--- config.mk ---
export PLATFORM = sky130hd
export DESIGN_NAME = clk_gate_ctrl
export DESIGN_NICKNAME = d
export VERILOG_FILES = /design/src/rtl/clk_gate_pkg.sv /design/src/rtl/clk_gate_chan.sv /design/src/rtl/clk_gate_ctrl.sv
export SDC_FILE = /design/constraint.sdc
export NUM_CORES = 1
export LEC_CHECK = 0
export CAP_MARGIN = 10
export CORE_MARGIN = 3
export CORE_UTILIZATION = 40
export DETAILED_ROUTE_END_ITERATION = 16
export MAX_ROUTING_LAYER = met4
export SETUP_SLACK_MARGIN = 0.4
export SLEW_MARGIN = 20
export SYNTH_ARGS = -nofsm -noshare
export SYNTH_HDL_FRONTEND = slang
export SYNTH_SLANG_ARGS = --single-unit
--- constraint.sdc ---
create_clock -name clk -period 1.73 [get_ports clk]
set_input_delay 0.4325 -clock clk [delete_from_list [all_inputs] [get_ports clk]]
set_output_delay 0.4325 -clock clk [all_outputs]
set_load 0.01 [all_outputs]
--- src/rtl/clk_gate_pkg.sv ---
// clk_gate_pkg: shared channel state encoding and stat counter width
package clk_gate_pkg;
  typedef enum logic [1:0] {
    OFF  = 2'd0,
    WAKE = 2'd1,
    ON   = 2'd2,
    IDLE = 2'd3
  } gate_state_t;
  localparam int STAT_W = 16;
endpackage

--- src/rtl/clk_gate_chan.sv ---
// clk_gate_chan: one channel's wake/idle FSM driving its clock gate and ack
module clk_gate_chan
  import clk_gate_pkg::*;
#(
  parameter int IDLE_W   = 8,
  parameter int WAKE_CYC = 2
) (
  input  logic              clk,
  input  logic              rst_b,
  input  logic              act,
  input  logic [IDLE_W-1:0] cfg_idle,
  output logic              gate_en,
  output logic              ack
);
  localparam int WW = (WAKE_CYC > 1) ? $clog2(WAKE_CYC) : 1;
  gate_state_t       state, state_nxt;
  logic [WW-1:0]     wake_cnt, wake_nxt;
  logic [IDLE_W-1:0] idle_cnt, idle_nxt;
  // state and both countdowns; async reset drops the clock immediately
  always_ff @(posedge clk or negedge rst_b) begin
    if (!rst_b) begin
      state    <= OFF;
      wake_cnt <= '0;
      idle_cnt <= '0;
    end else begin
      state    <= state_nxt;
      wake_cnt <= wake_nxt;
      idle_cnt <= idle_nxt;
    end
  end
  // wake finishes even if activity vanishes; activity in IDLE beats timeout
  always_comb begin
    state_nxt = state;
    wake_nxt  = wake_cnt;
    idle_nxt  = idle_cnt;
    case (state)
      OFF: if (act) begin
        state_nxt = WAKE;
        wake_nxt  = WW'(WAKE_CYC - 1);
      end
      WAKE: if (wake_cnt == '0) state_nxt = ON;
            else wake_nxt = wake_cnt - 1'b1;
      ON: if (!act) begin
        state_nxt = IDLE;
        idle_nxt  = cfg_idle;
      end
      IDLE: if (act) state_nxt = ON;
            else if (idle_cnt == '0) state_nxt = OFF;
            else idle_nxt = idle_cnt - 1'b1;
      default: state_nxt = OFF;
    endcase
  end
  assign gate_en = state != OFF;
  assign ack     = (state == ON) || (state == IDLE);
endmodule

--- src/rtl/clk_gate_ctrl.sv ---
// clk_gate_ctrl: per-channel clock-enable scheduler; CLK_GATE_CTRL_STAT_EN adds gated-cycle counters
module clk_gate_ctrl
  import clk_gate_pkg::*;
#(
  parameter int N_CH     = 4,
  parameter int IDLE_W   = 8,
  parameter int WAKE_CYC = 2,
  localparam int SEL_W   = (N_CH > 1) ? $clog2(N_CH) : 1
) (
  input  logic              clk,
  input  logic              rst_b,
  input  logic [N_CH-1:0]   req,
  input  logic [N_CH-1:0]   busy,
  input  logic              force_on,
  input  logic [IDLE_W-1:0] cfg_idle,
  output logic [N_CH-1:0]   gate_en,
  output logic [N_CH-1:0]   ack,
  input  logic [SEL_W-1:0]  stat_sel,
  input  logic              stat_clr,
  output logic [STAT_W-1:0] stat_cnt
);
  logic [N_CH-1:0] chan_gate;
  logic            force_q;
  for (genvar g = 0; g < N_CH; g++) begin : g_chan
    clk_gate_chan #(.IDLE_W(IDLE_W), .WAKE_CYC(WAKE_CYC)) u_chan (
      .clk     (clk),
      .rst_b   (rst_b),
      .act     (req[g] | busy[g]),
      .cfg_idle(cfg_idle),
      .gate_en (chan_gate[g]),
      .ack     (ack[g])
    );
  end
  // override is registered so gate_en stays a clean flop-driven enable
  always_ff @(posedge clk or negedge rst_b) begin
    if (!rst_b) force_q <= 1'b0;
    else force_q <= force_on;
  end
  assign gate_en = chan_gate | {N_CH{force_q}};
`ifdef CLK_GATE_CTRL_STAT_EN
  logic [STAT_W-1:0] cnt [N_CH];
  // saturating gated-cycle counters; clear beats increment; readout lags one cycle
  always_ff @(posedge clk or negedge rst_b) begin
    if (!rst_b) begin
      stat_cnt <= '0;
      for (int i = 0; i < N_CH; i++) cnt[i] <= '0;
    end else begin
      stat_cnt <= cnt[stat_sel];
      for (int i = 0; i < N_CH; i++)
        cnt[i] <= stat_clr ? '0 : (!gate_en[i] && cnt[i] != '1) ? cnt[i] + 1'b1 : cnt[i];
    end
  end
`else
  logic unused_stat;
  assign unused_stat = ^{stat_sel, stat_clr};
  assign stat_cnt    = '0;
`endif
endmodule

* After elaboration in Yosys (flattened, before gate mapping)
Cells that the tools add are included.
** Storage, ports and cells
- Register bits after elaboration :: 45
- Bits in read-only memories :: 0
- Input bits :: 22
- Latch bits :: 0
- Memory bits (writable) :: 0
- Logic and storage cells :: 150
- Memories :: 0
** Operators by class
- Divide/modulo/power cells :: 0
- Shift operators :: 0
- Reductions and logical operators :: 36
- Order comparisons :: 0
- Multiplexer cells :: 52
- Bitwise operators :: 5
- Add/sub/neg operators :: 8
- Equality and inequality tests :: 36
- Multiply operators :: 0
** Operator list (count)
- $mux 8 :: 12
- $pmux 8 s2 :: 4
- $mux 2 :: 20
- $logic_not 8->1 :: 4
- $ne 2x2->1 const B :: 16
- $pmux 2 s4 :: 4
- $reduce_and 4->1 :: 8
- $sub 8x1->8 const B :: 4
- $reduce_bool 2->1 :: 12
- $eq 2x2->1 const B :: 8
- $ne 3x1->1 const B :: 4
- $eq 2x1->1 const B :: 4
- $logic_not 2->1 :: 4
- $mux 1 :: 8
- $ne 2x1->1 const B :: 4
- $pmux 1 s2 :: 4
- $reduce_and 2->1 :: 4
- $logic_or 1x1->1 :: 4
- $or 1x1->1 :: 4
- $or 4x4->4 :: 1
- $sub 1x1->1 const B :: 4

* Logic depth before layout (Yosys ltp)
- Depth in word-level cells :: 4
- Mapped depth :: 7
- Depth with buffers taken out :: 6

* Modules after synthesis
Synthesis repeated with hierarchy kept, for this count alone.
** Unflattened totals
- Cell total of the unflattened synthesis :: 328
- Area total of the unflattened synthesis :: 2971.6 um^2
** Modules (own cells, without submodules)
- clk_gate_chan at g_chan[0].u_chan ... :: cells an instance 75, area each 689.4 um^2, seq. area each 275.3 um^2, times used 3
- clk_gate_chan at g_chan[3].u_chan :: cells an instance 77, area each 704.4 um^2, seq. area each 275.3 um^2, times used 1
- clk_gate_ctrl :: cells an instance 26, area each 198.9 um^2, seq. area each 25.0 um^2, times used 1

* Worst setup path after synthesis
No wires, ideal clock.
- Path type :: flip-flop to flip-flop
- From :: reg g_chan[1].u_chan.idle_cnt[4]
- To :: reg g_chan[1].u_chan.idle_cnt[0]
- Period minus slack after synthesis :: 1.827 ns
- Required time :: 1.606 ns
- Cell stages (with the launch flop) :: 5
- Arrival :: 1.703 ns
- Slack :: -0.097 ns
- Setup time :: 0.124 ns
- Path through :: dfrtp_1 -> or4_4 -> o311ai_4 -> nor3_1 -> a211o_1
** On the way
- Cells in the longest elaborated chain, start to end :: 3
** Ends and longest elaborated chain
- start: declaration :: line clk_gate_chan.sv:18 : logic [IDLE_W-1:0] idle_cnt, idle_nxt;
- start signal: assignment :: line clk_gate_chan.sv:28 : idle_cnt <= idle_nxt;
- $logic_not 8->1 :: line clk_gate_chan.sv:48 : else if (idle_cnt == '0) state_nxt = OFF;
- $ne 2x2->1 (no source line)
- $reduce_and 4->1 (no source line)
Every way passes these cells.
A chain may end at the register's enable or synchronous reset.

* Final worst setup path
- From :: reg g_chan[1].u_chan.idle_cnt[5]
- To :: reg g_chan[1].u_chan.idle_cnt[0]
Same word-level chain as after synthesis.

==> reports/metrics.csv <==
stage,metric,value,unit
floorplanning,dieArea,8191,um^2
timing,fin_worst_skew,0.006457,ns
timing,fin_crit_sh,1.041,
global_routing,grt_max_degree,46,
timing,setup_viol,10,
final_layout,fin_util,0.6454,
clocking,clockBufferDepth,2,
clocking,clk_pin_slew,0.09,ns
placed_design,placed_cell_area,3638,um^2
placed_design,dp_slack,-0.1825,ns
clocking,cts-root-buf,clkbuf_8,
placed_design,hpwl,5022,um
synthesis,synth_cells,342,
run,drv_cap,0,
timing,setup_slack,-0.07178,ns
critical_path,cp_max_fo,5,
critical_path,startpoint_type,flip-flop,
synthesis,ys.warnings.count,0,
final_layout,area_growth,55.19,%
clocking,htreeDepth,2,
routing,drt-initial-drc-count,88,
timing,finalHoldViolCount,0,
routing,drt-total-wl,7857,um
hold_path,hp-class,in2async,
critical_path,slowest_delay,0.56,ns
clocking,clk_latency,0.30,ns
synthesis,avgSynthCellArea,8.352,um^2
critical_path,critPathKind,reg2reg,
pwr,p_leak,1.900,nW
global_routing,antenna_found_initial,0,
placed_design,place.gp.congestion,0.8350,
clocking,hold_buffers,0,
routing,drc,0,
timing,hold_ws,0.09898,ns
floorplanning,row_count,30,
final_layout,fin_cells,546,
placed_design,dp.cells,496,
outcome,violations,setup timing,
floorplanning,initial_core_util,0.4158,
routing,dr.pass1.iters,4,
timing,fmax,555.0,MHz
critical_path,cp_top_family,simple AND/OR/NAND/NOR gates,
final_layout,num_antenna_cells,0,
global_routing,track_usage,0.1891,
global_routing,grt_pass1_vias,2551,
timing,fin_tns_setup,-0.2579,ns
pwr,report.power.total,3.583,mW
floorplanning,chipWidth,90.51,um
global_routing,grt_pass1_wl,12270,um
synthesis,synth_seq_area_share,0.3942,
synthesis,ys_ff_latch,45,
routing,via_per_inst,5.317,
clocking,cts_made_buffers,5,
placed_design,portBuffers,26,
critical_path,ff2ff_setup_slack,-0.07,ns
clocking,clock-sinks,45,
routing,avgRoutedWirePerCell,14.39,um
routing,drtAntennaViolNets,0,
final_layout,final_cell_area,4433,um^2
critical_path,crit_slowest_cell,or4_4,
critical_path,worstReg2RegStart,g_chan[1].u_chan.idle_cnt[5],
outcome,outcome,"finished, violations left",
critical_path,worstPathCellList,or4_4 > o311ai_4 > buf_6 > nor2_1 > a211o_1,
floorplanning,pin_count,46,
pwr,powerDensity,808.2,nW/um^2
synthesis,synthDistinctLibCells,48,
critical_path,crit_start,g_chan[1].u_chan.idle_cnt[5],
timing,min_period,1.802,ns
floorplanning,core,6869,um^2
routing,via_count,2903,
critical_path,worstPathArrival,2.00,ns
critical_path,critical_path.endpoint_type,flip-flop,
global_routing,grt_overflow,0,
timing,report.final.slew_viol_count,0,
critical_path,crit_cells,5,
timing,rsz0062_at_grt,yes,
critical_path,crit_end,g_chan[1].u_chan.idle_cnt[0],
critical_path,worstRegToRegCells,5,
final_layout,nets,479,
pwr,ir_drop,607.1,uV
critical_path,r2r_end,g_chan[1].u_chan.idle_cnt[0],
floorplanning,die_y,90.51,um
clocking,cts_tree,yes,
synthesis,syn-cell-area,2856,um^2
critical_path,crit_buf_inv,1,
critical_path,required,1.93,ns
final_layout,drive_above_1_share,0.4378,
area by class of cell:
cell class	instances	area, um^2
inverter	20	75.07
clock buffer	8	80.08
sequential	45	1127
multi-input combinational	253	1897
fill	577	2436
tap	96	120.1
timing repair buffer	124	1134
layout by cell type (no fill, tap or decap), types with 5 or more instances in the layout:
master and instances:
nand2_1 13, conb_1 16, buf_6 34, nor3_1 8, ha_4 5, a31oi_1 6
a21oi_2 8, clkbuf_8 5, dfrtp_1 44, o21ai_0 8, clkdlybuf4s50_1 15, nand2_2 5
o21ai_1 17, o21ai_2 10, inv_1 14, nand3_2 5, inv_2 6, a21oi_1 27
nor2_1 32, buf_4 67
routing by layer:
metal	part of all wire	global-route usage
met1	0.45	0.2435
met3	0.036	0.03250
met5	0	-
met2	0.50	0.3113
met4	0.013	0.04464
registers in the layout, summed over array words and instances (netlist names):
signal and flops:
force_q 1, g_chan.u_chan.idle_cnt 32, g_chan.u_chan.state 8, g_chan.u_chan.wake_cnt 4
Yosys cell counts (all sizes together):
master   number  share of area
nor2         35          0.046
inv          20          0.026
o311ai        3          0.015
mux2i         1         0.0035
nand4         1         0.0022
a21o          1         0.0026
or3b          3         0.0092
nor4          4         0.0088
o22ai         3         0.0066
a31oi         7          0.015
o21ba         2         0.0070
conb          1         0.0013
o31a          3         0.0092
ha            8          0.035
buf          23          0.060
a2bb2oi       1         0.0031
or2           3         0.0066
a21oi        35          0.061
nand2        18          0.024
or4           3         0.0092
o31ai         6          0.021
a22oi         4          0.011
and2          3         0.0066
nand3b        2         0.0053
nor4b         2         0.0061
a31o          3         0.0092
nor2b         2         0.0044
o211ai        3         0.0079
o2bb2ai       3         0.0092
or3           7          0.015
nor3b         3         0.0079
nand3        10          0.018
nor3         13          0.023
a211o         1         0.0031
o22a          1         0.0031
dfrtp        45           0.39
o21bai        2         0.0053
and3b         1         0.0031
o21ai        35          0.061
nand2b        1         0.0022
a211oi        2         0.0053
clkbuf       16          0.021
a32oi         2         0.0061
worst min-delay path by stage:
| stage | from | to | cells after the start |
|---|---|---|---|
| detailed placement | rst_b | g_chan[2].u_chan.state[1] | 2 |
| CTS | rst_b | g_chan[2].u_chan.state[1] | 2 |
| global route | rst_b | g_chan[2].u_chan.wake_cnt | 2 |
| global placement | rst_b | g_chan[2].u_chan.state[1] | 2 |
| finish | rst_b | g_chan[0].u_chan.idle_cnt[6] | 2 |
| floorplan | rst_b | force_q | 0 |
repair_timing:
action	CTS	global route
pin swaps	18	18
resized for setup	95	44
buffers inserted	27	14
endpoints found under the setup margin	47	47
cloned	1	0
hold endpoints to repair	0	0
power breakdown:
| group | leakage (nW) | switching (mW) | internal [mW] |
|---|---|---|---|
| sequential | 0.519 | 0.142 | 1.24 |
| combinational | 1.34 | 0.757 | 0.784 |
| clock | 0.0395 | 0.374 | 0.288 |
| total | 1.90 | 1.27 | 2.31 |
cells by family after synthesis:
group,count (synthesis),share of synthesized area
AO/OA/AOI/OAI,117,0.2619
adder cells (fa/ha/maj),8,0.03504
buffers and inverters,59,0.1073
flip-flops,45,0.3942
multiplexers,1,0.003504
other,1,0.001313
AND/OR/NAND/NOR,111,0.1967
Power figures use the tool's default switching activity.
==> variant 1: new RTL, same settings <==
`WAKE_CYC` is set to 2 in 2 places; all go to 1.
--- a/src/rtl/clk_gate_chan.sv
+++ b/src/rtl/clk_gate_chan.sv
@@ -3,7 +3,7 @@
   import clk_gate_pkg::*;
 #(
   parameter int IDLE_W   = 8,
-  parameter int WAKE_CYC = 2
+  parameter int WAKE_CYC = 1
 ) (
   input  logic              clk,
   input  logic              rst_b,
--- a/src/rtl/clk_gate_ctrl.sv
+++ b/src/rtl/clk_gate_ctrl.sv
@@ -4,7 +4,7 @@
 #(
   parameter int N_CH     = 4,
   parameter int IDLE_W   = 8,
-  parameter int WAKE_CYC = 2,
+  parameter int WAKE_CYC = 1,
   localparam int SEL_W   = (N_CH > 1) ? $clog2(N_CH) : 1
 ) (
   input  logic              clk,
Check against the original RTL: not equivalent (a bounded check fails within 4 cycles, from zero or initial values and one cycle with rst_b low).
==> variant 1 against the unedited design <==
  * The run still ends with setup timing left
  * Total power fell by 3.0%
  * Non-clock buffer count shrank 24
  * Fmax rose by 0.70%
  * Sequential share of layout area decreased by 0.28 points
  * Sequential cell count is 4 lower
  * Clock power rose by 30%
  * Largest cell class unchanged
  * Clock skew grew 0.0073 ns
  * Largest power group unchanged
  * Wire length down 1.5%
  * Design area fell by 7.7%
  * Area after synthesis down 5.5%
  * Worst setup slack gained 0.013 ns
  * Count of clock-buffer cells in the layout down 2
  * Hold slack worse by 0.065 ns
==> variant 1: results (changes against the unedited design) <==
[grt]
grt_use_total_pct=21.01  ; +2.1 points
grt_pass1_wl_um=12300  ; +0.28%
antenna_found_initial=0  ; unchanged
grt_pass1_vias=2520  ; -1.2%
grt_max_degree=19  ; -59%

[worst_hold_path]
hold_class=in -> async

[final_layout]
nNetsFinal=436  ; -9.0%
reg_top3=g_chan.u_chan.idle_cnt x32, g_chan.u_chan.state x8, force_q x1
n_antenna_cell=0  ; unchanged
drive_gt1_share_pct=43.73  ; about the same

[setup_path]
reg2reg_depth=6  ; +1
worstPathMaxFanout=4  ; -1
arrival_ns=1.36  ; -0.64 ns
timing.rr.start=g_chan[0].u_chan.idle_cnt[0]
critPathLaunch=force_q
r2r_setup_slack_ns=-0.02  ; +0.05 ns
reg2reg_to=g_chan[0].u_chan.idle_cnt[1]

[clock_tree]
clk_latency_ns=0.31
clock_path_buffers=2  ; unchanged
numCtsBuffers=5  ; unchanged
cts-root-buf=clkbuf_8
htreeDepth=2  ; unchanged
path_clk_slew_ns=0.10

[power]
p_leak_nw=1.699  ; -11%
peakVddDrop_uv=538.1  ; -11%

[place]
place_ws_ns=-0.3495  ; -0.1669 ns
io_buffers=26  ; unchanged
dpl.hpwl_um=4942  ; -1.6%
placed_area_um2=3292  ; -9.5%
globalplace.congestion=0.8281  ; -0.83%

[routing]
drt_iter0_markers=70  ; -20%
viasPerCell=5.603  ; +5.4%
drt_pass1_iterations=6  ; +2
drt-total-wl_um=7740  ; -1.5%

[sta]
hold_ws_ns=0.03433  ; -0.06465 ns
finalClockSkew_ns=0.01377  ; +0.007309 ns
setup_slack_ns=-0.05920  ; +0.01257 ns
finalSetupViolations=5  ; -5
tightest_slew_ns=0.5151

[synthesis]
ys_top_cells_by_area=dfrtp_1, nor2_1, buf_4
ys_warn_count=0  ; unchanged
synth-main-ff-cell=dfrtp_1
synth_cell_types=53  ; +10%
yosysSeqAreaShare_pct=38.00  ; -1.4 points
synth_async_sr_flop_share_pct=100.0  ; unchanged
synth_commonest_cells=nor2_1, dfrtp_1, a21oi_1

[run_status]
violations=setup timing
status=complete, but fails checks

-- variant 1: changes by cell type in the layout (fill, tap and decap cells not counted), sizes merged, moves of 4 or more --
cell    before  now
buf        106   83
a21oi       35   26
inv         20   11
nor2        35   44
nand3       10    4
o21ai       35   29
dfrtp       45   41
nand2b       1    5
o22a         1    5
-- variant 1: what timing repair did --
action	in CTS	in global routing
setup buffers	18	15
pin swaps	22	13
endpoints found under the setup margin	45	48
resized for setup	101	38
cloned	1	0
hold endpoints to repair	0	0
-- variant 1: report_power, final --
part,switching (mW),leakage (nW),internal (mW)
combinational,0.666,1.16,0.706
sequential,0.134,0.479,1.11
clock,0.388,0.0574,0.470
total,1.19,1.70,2.29
-- variant 1: critical path, stage by stage, from the launching register on --
cell	delay, ns
dfrtp_2	0.47
buf_6	0.13
or3_1	0.31
buf_2	0.15
-- variant 1: logic make-up (layout without fill, tap and decap cells) --
logic type / Yosys count / in the layout / synth area share [%]
AO/OA/AOI/OAI: 102 / 103 / 25.26
buffers and inverters: 45 / 119 / 9.638
other: 1 / 16 / 0.1389
AND/OR/NAND/NOR: 116 / 116 / 21.78
adder cells (fa/ha/maj): 8 / 8 / 3.707
flip-flops: 41 / 41 / 38.00
multiplexers: 4 / 4 / 1.483
-- variant 1: worst max path at each step --
stage                                   endpoint  depth (start not counted)  slack, ns
finish                                gate_en[1]                          3      -0.06
detailed placement  g_chan[1].u_chan.idle_cnt[7]                          5      -0.35
floorplan           g_chan[1].u_chan.idle_cnt[6]                          6        0.1
global placement    g_chan[1].u_chan.idle_cnt[7]                          5      -0.31
CTS                                   gate_en[3]                          3      -0.06
global route        g_chan[0].u_chan.idle_cnt[1]                          6      -0.09
-- variant 1: per-stage QoR --
step	TNS (ns)	std cells	utilization (%)
2_1_floorplan	0	332	-
3_3_place_gp	-2.521	442	50.97
3_5_place_dp	-2.921	442	50.97
4_1_cts	-0.1116	469	58.89
5_1_grt	-0.5517	484	63.33
6_report	-0.1415	484	63.33
-- variant 1: area by class of cell --
type                    instances  area (µm²)
clock inverters                 2       37.54
repair buffers                100       893.4
inverters                      11       41.29
clock buffers                   6       82.58
multi-input cells             247        1911
well taps                      77       96.34
fillers                       518        2369
flip-flops and latches         41        1028
-- variant 1: layer usage --
layer,GRT usage (%),part of all wire [%],vias to the layer above
met5,-,0,-
met4,6.044,1.2,0
met3,3.198,4.0,11
met2,34.33,50,72
met1,26.96,44,1327
li1,-,-,1302
==> variant 2: new RTL, same flow settings <==
Made on the original files. Add an input register stage for `cfg_idle`, with the module's reset; this delays it by one clock. The other inputs are not delayed to match.
--- a/src/rtl/clk_gate_ctrl.sv
+++ b/src/rtl/clk_gate_ctrl.sv
@@ -19,6 +19,17 @@
   input  logic              stat_clr,
   output logic [STAT_W-1:0] stat_cnt
 );
+
+  logic [IDLE_W-1:0] cfg_idle_q;
+
+  always_ff @(posedge clk or negedge rst_b) begin
+    if (!rst_b) begin
+      cfg_idle_q <= '0;
+    end else begin
+      cfg_idle_q <= cfg_idle;
+    end
+  end
+
   logic [N_CH-1:0] chan_gate;
   logic            force_q;
   for (genvar g = 0; g < N_CH; g++) begin : g_chan
@@ -26,7 +37,7 @@
       .clk     (clk),
       .rst_b   (rst_b),
       .act     (req[g] | busy[g]),
-      .cfg_idle(cfg_idle),
+      .cfg_idle(cfg_idle_q),
       .gate_en (chan_gate[g]),
       .ack     (ack[g])
     );
Behaviour: not the same (a bounded check fails within 10 cycles, from zero or initial values and one cycle with rst_b low).
==> variant 2 against the unedited design <==
  * The run still ends with setup timing left
  * Total power rose by 14%
  * Fmax fell by 1.7%
  * Non-clock buffer count rose by 5
  * Clock power rose by 18%
  * Critical path depth rose by 1
  * Design area rose by 2.3%
  * Worst setup slack got worse by 0.031 ns
  * Synthesized cell count fell by 1.5%
  * Wire length fell by 3.1%
  * Area after synthesis rose by 6.8%
  * Sequential share of layout area rose by 3.8 points
  * Count of clock-buffer cells in the layout fell by 2
  * Cell count rose by 0.92%
  * Sequential cell count rose by 8
==> variant 2: results (changes against the unedited design) <==
[synthesis]
synth_mux_area_share_pct=0.3281  ; -0.022 points
synth_async_sr_flop_share_pct=100.0  ; unchanged
yosysSeqAreaShare_pct=43.48  ; +4.1 points
synth_commonest_cells=dfrtp_1, nor2_1, a21oi_1
synth_compound_area_share_pct=24.86  ; -1.3 points
ys_warn_count=0  ; unchanged
synth_adder_area_share_pct=3.281  ; -0.22 points
ys_top_cells_by_area=dfrtp_1, a21oi_1, buf_4
synth_cell_types=43  ; -10%
synthXorXnorAreaFrac_pct=0  ; unchanged
syn_area_per_cell_um2=9.052  ; +8.4%

[routing]
viasPerCell=5.096  ; -4.2%
drt_pass1_iterations=4  ; unchanged
vias=2808  ; -3.3%
wl_per_cell_um=13.81  ; -4.0%
drt_iter0_markers=135  ; +53%

[final_layout]
n_antenna_cell=0  ; unchanged
reg_top3=g_chan.u_chan.idle_cnt x32, cfg_idle_q x8, g_chan.u_chan.state x8
drive_gt1_share_pct=40.49  ; -3.3 points
n_fill_cell=620  ; +7.5%
nNetsFinal=481  ; +0.42%

[sta]
setup_slack_ns=-0.1023  ; -0.03055 ns
tns_ns=-0.8520  ; -0.5941 ns
relSlewSlack_pct=62.51
finalSetupViolations=17  ; +7
finalClockSkew_ns=0.009771  ; +0.003314 ns

[grt]
grt_use_total_pct=18.98  ; +0.071 points
grt_pass1_wl_um=12850  ; +4.8%
grt_max_degree=54  ; +17%
antenna_found_initial=0  ; unchanged
grt_pass1_vias=2705  ; +6.0%

[place]
io_buffers=26  ; unchanged
dpl.hpwl_um=5135  ; +2.2%
dp.cells=510  ; +2.8%
globalplace.congestion=0.8218  ; -1.6%

[setup_path]
slowest_stage=dfrtp_1
arrival_ns=2.05  ; +0.05 ns
worstPathMaxFanout=3  ; -2
cpPeakStageDelay_ns=0.40  ; -0.16 ns

[power]
peakVddDrop_uv=413.5  ; -32%
p_leak_nw=2.007  ; +5.6%

[clock_tree]
cts-root-buf=clkbuf_8
htreeDepth=2  ; unchanged
clock_path_buffers=2  ; unchanged
clk_latency_ns=0.31
numCtsBuffers=5  ; unchanged
path_clk_slew_ns=0.11  ; +0.02 ns

[worst_hold_path]
hold_class=in -> async

[run_status]
violations=setup timing
status=complete, but fails checks

variant 2: cell type report:
cell class	instances	area, µm²	area share [%]
clock inverter	2	13.76	0.3034
multi-input combinational	246	1738	38.32
timing repair buffer	129	1190	26.23
tap	99	123.9	2.731
sequential	53	1328	29.27
inverter	16	60.06	1.324
clock buffer	6	82.58	1.821
variant 2: power breakdown:
part | total [mW] | switching (mW) | internal [mW]
sequential | 1.67 | 0.199 | 1.47
clock | 0.778 | 0.451 | 0.326
combinational | 1.63 | 0.757 | 0.869
variant 2: cell families after synthesis:
group                    Yosys count
other                              1
buffers and inverters             53
multiplexers                       1
adder cells (fa/ha/maj)            8
AND/OR/NAND/NOR                  111
AO/OA/AOI/OAI                    110
flip-flops                        53
variant 2: path summary, 6_finish.rpt:
kind	startpoint	endpoint	slack, ns	cells after the start
max	g_chan[0].u_chan.idle_cnt[1]	g_chan[0].u_chan.idle_cnt[6]	-0.10	6
min	rst_b	g_chan[2].u_chan.idle_cnt[6]	0.1	2
max reg2reg	g_chan[0].u_chan.idle_cnt[1]	g_chan[0].u_chan.idle_cnt[6]	-0.10	6
min reg2reg	g_chan[2].u_chan.wake_cnt	g_chan[2].u_chan.wake_cnt	0.52	2
max in group asynchronous	rst_b	force_q	1.38	2
min in group clk	g_chan[2].u_chan.wake_cnt	g_chan[2].u_chan.wake_cnt	0.52	2
variant 2: worst max-delay path, delay by kind of cell (launching register included):
kind	cells	cell delay (ns)
buffers and inverters	1	0.07
adders and majority gates	1	0.18
DFF	1	0.40
AOI/OAI and AO/OA	2	0.33
and+or+nand+nor	2	0.76
variant 2: repair_timing:
action	4_1_cts	5_1_grt
resized for setup	91	28
endpoints found under the hold margin	0	0
setup endpoints to repair	48	48
pin swaps	21	16
cloned	2	0
buffers inserted	18	13
variant 2: stage by stage:
stage	worst slack [ns]	cell area [µm²]
after floorplan	-0.06500	3188
after detailed placement	-0.1767	3872
after CTS	-0.1234	4319
after global routing	-0.1959	4536
after global placement	-0.1522	3872
final	-0.1023	4536
variant 2: metal layers:
metal	routed length [µm]	global-route usage, %
met5	0	-
met4	87	5.128
met3	235	2.977
met2	3679	30.20
met1	3609	25.36
